<file path="config.mk">
export PLATFORM = sky130hd
export DESIGN_NAME = sum_seq_ctrl
export DESIGN_NICKNAME = d
export VERILOG_FILES = /design/src/rtl/sum_pkg.sv /design/src/rtl/sum4b_ci.sv /design/src/rtl/sum_seq_ctrl.sv
export SDC_FILE = /design/constraint.sdc
export NUM_CORES = 1
export LEC_CHECK = 0
export ABC_AREA = 1
export CAP_MARGIN = 20
export CORE_ASPECT_RATIO = 1.2
export CORE_MARGIN = 10
export CORE_UTILIZATION = 30
export CTS_CLUSTER_DIAMETER = 30
export CTS_CLUSTER_SIZE = 40
export DETAILED_ROUTE_END_ITERATION = 6
export HOLD_SLACK_MARGIN = 0.15
export SYNTH_ARGS = -nofsm -noshare
export SYNTH_HDL_FRONTEND = slang
export SYNTH_SLANG_ARGS = --single-unit
export TNS_END_PERCENT = 10
</file>
<file path="constraint.sdc">
create_clock -name clk -period 3 [get_ports clk]
set_input_delay 0.3 -clock clk [delete_from_list [all_inputs] [get_ports clk]]
set_output_delay 0.3 -clock clk [all_outputs]
set_load 0.01 [all_outputs]
</file>
<file path="src/rtl/sum_pkg.sv">
// Shared constants and FSM state type for the nibble-serial adder sequencer.
package sum_pkg;

    localparam int NIB_W = 4;

    typedef enum logic [1:0] {
        ST_IDLE = 2'd0,
        ST_RUN  = 2'd1,
        ST_DONE = 2'd2
    } state_e;

endpackage

</file>
<file path="src/rtl/sum4b_ci.sv">
// 4-bit ripple-carry adder with carry-in, built from single-bit full-adder cells.
// sum1b is the full-adder cell; sum4b_ci chains NIB_W of them.
module sum1b (
    input  logic i_a,
    input  logic i_b,
    input  logic i_ci,
    output logic o_s,
    output logic o_co
);

    assign o_s  = i_a ^ i_b ^ i_ci;
    assign o_co = (i_a & i_b) | (i_ci & (i_a ^ i_b));

endmodule

module sum4b_ci
    import sum_pkg::*;
(
    input  logic [NIB_W-1:0] i_a,
    input  logic [NIB_W-1:0] i_b,
    input  logic             i_ci,
    output logic [NIB_W-1:0] o_s,
    output logic             o_co
);

    logic [NIB_W:0] w_c;

    assign w_c[0] = i_ci;

    for (genvar g = 0; g < NIB_W; g++) begin : g_bit
        sum1b u_fa (
            .i_a  (i_a[g]),
            .i_b  (i_b[g]),
            .i_ci (w_c[g]),
            .o_s  (o_s[g]),
            .o_co (w_c[g+1])
        );
    end

    assign o_co = w_c[NIB_W];

endmodule

</file>
<file path="src/rtl/sum_seq_ctrl.sv">
// Wide adder sequencer: reuses one 4-bit adder over NIBBLES cycles, LS nibble first.
// Optional subtract mode with signed-overflow flag when SUM_SEQ_SUB_EN is defined.
module sum_seq_ctrl
    import sum_pkg::*;
#(
    parameter  int NIBBLES = 4,
    localparam int W       = NIB_W * NIBBLES,
    localparam int IDX_W   = (NIBBLES > 1) ? $clog2(NIBBLES) : 1
)(
    input  logic         clk,
    input  logic         rst_n,
    input  logic         start,
    input  logic [W-1:0] A,
    input  logic [W-1:0] B,
    input  logic         Ci,
    output logic         busy,
    output logic         done,
    output logic [W-1:0] So,
    output logic         Co
`ifdef SUM_SEQ_SUB_EN
    ,
    input  logic         Sub,
    output logic         Ov
`endif
);

    state_e             r_state;
    state_e             w_state_nxt;
    logic [IDX_W-1:0]   r_idx;
    logic               r_carry;
    logic [W-1:0]       r_opa;
    logic [W-1:0]       r_opb;
    logic [W-1:0]       r_so;
    logic               r_co;
    logic               r_busy;
    logic               r_done;
    logic               w_last;
    logic [NIB_W-1:0]   w_nib_a;
    logic [NIB_W-1:0]   w_nib_b;
    logic [NIB_W-1:0]   w_nib_s;
    logic               w_nib_co;
`ifdef SUM_SEQ_SUB_EN
    logic               r_ov;
    logic               w_c_msb;
`endif

    assign w_last  = (r_idx == IDX_W'(NIBBLES - 1));
    assign w_nib_a = r_opa[int'(r_idx) * NIB_W +: NIB_W];
    assign w_nib_b = r_opb[int'(r_idx) * NIB_W +: NIB_W];

    sum4b_ci u_nib_add (
        .i_a  (w_nib_a),
        .i_b  (w_nib_b),
        .i_ci (r_carry),
        .o_s  (w_nib_s),
        .o_co (w_nib_co)
    );

`ifdef SUM_SEQ_SUB_EN
    // Carry into the top bit is recovered from that bit's sum and operand bits.
    assign w_c_msb = w_nib_s[NIB_W-1] ^ w_nib_a[NIB_W-1] ^ w_nib_b[NIB_W-1];
`endif

    // State register.
    always_ff @(posedge clk or negedge rst_n) begin
        if (!rst_n) begin
            r_state <= ST_IDLE;
        end else begin
            r_state <= w_state_nxt;
        end
    end

    // Next-state logic; start is only looked at in IDLE.
    always_comb begin
        w_state_nxt = r_state;
        case (r_state)
            ST_IDLE: begin
                if (start) begin
                    w_state_nxt = ST_RUN;
                end else begin
                    w_state_nxt = ST_IDLE;
                end
            end
            ST_RUN: begin
                if (w_last) begin
                    w_state_nxt = ST_DONE;
                end else begin
                    w_state_nxt = ST_RUN;
                end
            end
            ST_DONE: w_state_nxt = ST_IDLE;
            default: w_state_nxt = ST_IDLE;
        endcase
    end

    // Operand capture, per-nibble result write-back, carry chaining and flags.
    always_ff @(posedge clk or negedge rst_n) begin
        if (!rst_n) begin
            r_idx   <= '0;
            r_carry <= 1'b0;
            r_opa   <= '0;
            r_opb   <= '0;
            r_so    <= '0;
            r_co    <= 1'b0;
            r_busy  <= 1'b0;
            r_done  <= 1'b0;
`ifdef SUM_SEQ_SUB_EN
            r_ov    <= 1'b0;
`endif
        end else begin
            r_busy <= (w_state_nxt == ST_RUN);
            r_done <= (w_state_nxt == ST_DONE);
            case (r_state)
                ST_IDLE: begin
                    if (start) begin
                        r_opa <= A;
                        r_idx <= '0;
                        r_so  <= '0;
                        r_co  <= 1'b0;
`ifdef SUM_SEQ_SUB_EN
                        // Subtract as A + ~B + 1; Ci is irrelevant then.
                        r_opb   <= Sub ? ~B : B;
                        r_carry <= Sub ? 1'b1 : Ci;
`else
                        r_opb   <= B;
                        r_carry <= Ci;
`endif
                    end
                end
                ST_RUN: begin
                    r_so[int'(r_idx) * NIB_W +: NIB_W] <= w_nib_s;
                    r_carry <= w_nib_co;
                    // Index parks on the last nibble instead of wrapping.
                    if (w_last) begin
                        r_co <= w_nib_co;
`ifdef SUM_SEQ_SUB_EN
                        r_ov <= w_c_msb ^ w_nib_co;
`endif
                    end else begin
                        r_idx <= r_idx + IDX_W'(1);
                    end
                end
                default: begin
                end
            endcase
        end
    end

    assign busy = r_busy;
    assign done = r_done;
    assign So   = r_so;
    assign Co   = r_co;
`ifdef SUM_SEQ_SUB_EN
    assign Ov   = r_ov;
`endif

endmodule

</file>
==> out/metrics.cfg <==
[outcome]
status = finished clean

[placed_design]
portBuffers = 54
hpwl_um = 5130
place_congestion = 0.813

[drt]
drtIter0Drc = 100
vias = 2334
vias_per_cell = 4.45
wire_per_inst_um = 12.6
drt-pass1-iter-count = 4
ant_nets = 0
drcViolationCount = 0
wl_um = 6600

[clock_network]
cts-hold-fix-buffers = 1
clockBufferDepth = 2
path_clk_slew_ns = 0.09
tritoncts = yes
cts_resized = 0
cts.sinks = 56
postCtsSetupRepairBufs = 0
insertion_delay_ns = 0.30
ctsRootBufferMaster = clkbuf_8
cts_made_buffers = 5
cts-htree-levels = 2

[critical_path]
crit_buf_inv = 4
worst_r2r_path_depth = 14
cp.required_ns = 3.20
crit_type = reg -> reg
startpoint_type = register
critPathTopFamily = adder cells
rr_endpoint = So[15]$_DFFE_PN0P_
regToRegStartpoint = r_idx[1]$_DFFE_PN0P_
crit_arrival_ns = 2.94
crit_chain = clkinv_1 > nand3_1 > nand2_1 > fa_1 > inv_1 > fa_1 > inv_1 > fa_1 > inv_1 > fa_1 > nand2_1 > nor2_1 > nand2_1 > nand2_1
end_kind = register
slowest_stage = dfrtp_1
worstPathMaxFanout = 6
slowest_delay_ns = 0.46
ff2ff_setup_slack_ns = 0.26

[pwr]
irDropWorstVdd_mv = 0.319
leakagePower_nw = 1.83
powerDensity_mw_per_mm2 = 1030

[die]
ioPinCount = 55
placementRows = 38
die_w_um = 108
core_area_mm2 = 0.00908
die-area_mm2 = 0.0137
start_util_pct = 31.0
die_h_um = 126

[global_routing]
grt_pass1_vias = 2381
grt_usage_pct = 9.66
grt_pass1_wl_um = 10900
grt-ovfl-total = 0
grt_util_met2_pct = 17.1
gr-usage-met3_pct = 2.55
grt_use_met1_pct = 11.2
busiest_layer = met2
grt_max_degree = 56
grt_antenna_before_repair = 0

[cells_and_area]
diodes = 0
nNetsFinal = 448
drive_gt1_share_pct = 6.68
area_growth_syn_to_layout_pct = 26.5

[yosys]
ys_top_cells_by_count = 147 x nand2_1, 66 x nand3_1, 56 x dfrtp_1, 23 x inv_1, 9 x nor2_1
yosysWarnings = 0
yosysTopAreaCell = dfrtp_1
synth.cell_area_mm2 = 0.00281
synth.avg_cell_area_um2 = 8.04
synth.area.top_cells = dfrtp_1 50%, nand2_1 20%, nand3_1 12%
synth_cells = 350
ys_seq_area_share_pct = 49.8
async_flop_share_pct = 100
synth_seq_cells = 56
synth_top_area_share_pct = 49.8
syn_nets = 395
ys_types = 21
synthFlopType = dfrtp_1
synth-edff-count = 0
yosysMostFrequentCell = nand2_1

[sta]
skew_ns = 0.00572
hold_ws_ns = 0.452
setup_tns_ns = 0
max_freq_mhz = 365
setup_violations = 0
fin_crit_ns = 2.74
slew_violations = 0
fin_crit_sh_pct = 91.2
slew-limit-headroom_pct = 64.5
hold_viol_final = 0
tightest_slew_ns = 0.532
rsz0062_at_grt = false

[worst_hold_path]
hold_class = in -> async

[run]
maxCapViolCount = 0

==> placed cells by master (no fill, tap or decap) <==
cell and count:
nand2_2 1, o211ai_1 4, dlygate4sd3_1 1, dfrtp_1 56, nand2_4 1, clkdlybuf4s50_1 53, ha_1 5, buf_2 1
fa_1 4, nand2_1 147, clkinv_1 1, nand3_2 3, nand3_1 66, clkbuf_1 2, nor3_1 2, nor2_8 1
inv_2 1, inv_1 23, nor2_1 9, nor2_2 4, o21ai_0 4, buf_4 9, clkbuf_8 6
==> state kept, by name, indices dropped and copies added (netlist names) <==
register  cells
Co            1
So           16
busy          1
done          1
r_carry       1
r_idx         2
r_opa        16
r_opb        16
r_state       2
==> how the worst max path moves through the flow <==
| stage | startpoint | cells after the start | slack, ns | end |
|---|---|---|---|---|
| after floorplan | r_idx[0]$_DFFE_PN0P_ | 17 | 0.17 | So[15]$_DFFE_PN0P_ |
| after global placement | r_idx[1]$_DFFE_PN0P_ | 14 | 0.33 | So[7]$_DFFE_PN0P_ |
| after detailed placement | r_idx[1]$_DFFE_PN0P_ | 14 | 0.26 | So[15]$_DFFE_PN0P_ |
| after CTS | r_idx[1]$_DFFE_PN0P_ | 14 | 0.24 | So[15]$_DFFE_PN0P_ |
| after global routing | r_idx[1]$_DFFE_PN0P_ | 14 | 0.05 | So[7]$_DFFE_PN0P_ |
| final | r_idx[1]$_DFFE_PN0P_ | 14 | 0.26 | So[15]$_DFFE_PN0P_ |
==> kinds of logic (layout without fill, tap and decap cells) <==
kind of cell	count (synthesis)	after routing	share of synthesized area, %
adders and majority gates	9	9	5.07
buffers and inverters	43	97	7.16
DFF	56	56	49.8
and+or+nand+nor	234	234	36.2
AOI/OAI and AO/OA	8	8	1.78
==> power by group <==
part / switching [mW] / total [mW] / leakage [nW] / internal [mW]
Clock: 0.226 / 0.415 / 0.0455 / 0.189
Sequential: 0.217 / 1.29 / 0.718 / 1.08
Combinational: 1.16 / 1.95 / 1.07 / 0.787
==> per-stage QoR <==
stage	power [mW]	instance area, um2	cells	util, %	setup WS (ns)
2_1_floorplan	2.68	2810	350	-	0.166
4_1_cts	3.71	3560	524	39.2	0.245
5_1_grt	4.05	3560	524	39.2	0.0536
6_report	3.66	3560	524	39.2	0.264
3_3_place_gp	3.27	3460	515	38.1	0.328
3_5_place_dp	3.29	3460	515	38.1	0.261
==> cell type report <==
type / count / area (um2)
Clock buffer: 8 / 90.1
Inverter: 25 / 93.8
Sequential cell: 56 / 1400
Tap cell: 120 / 150
Timing Repair Buffer: 64 / 613
Multi-Input combinational cell: 251 / 1210
Fill cell: 962 / 5520
==> routing by layer <==
metal  share of wire (%)  vias to the layer above
met2                  51                       47
met3                 5.5                        5
met1                  43                     1076
li1                    -                     1206
met5                   0                        -
met4                0.98                        0
==> worst reg2reg max path, delay by kind of cell, from the launching register on <==
family	cells	cell delay [ns]
fa+ha+maj	4	1.30
simple gates	6	0.49
flops	1	0.46
buf+inv	4	0.40
Power figures use the tool's default switching activity.
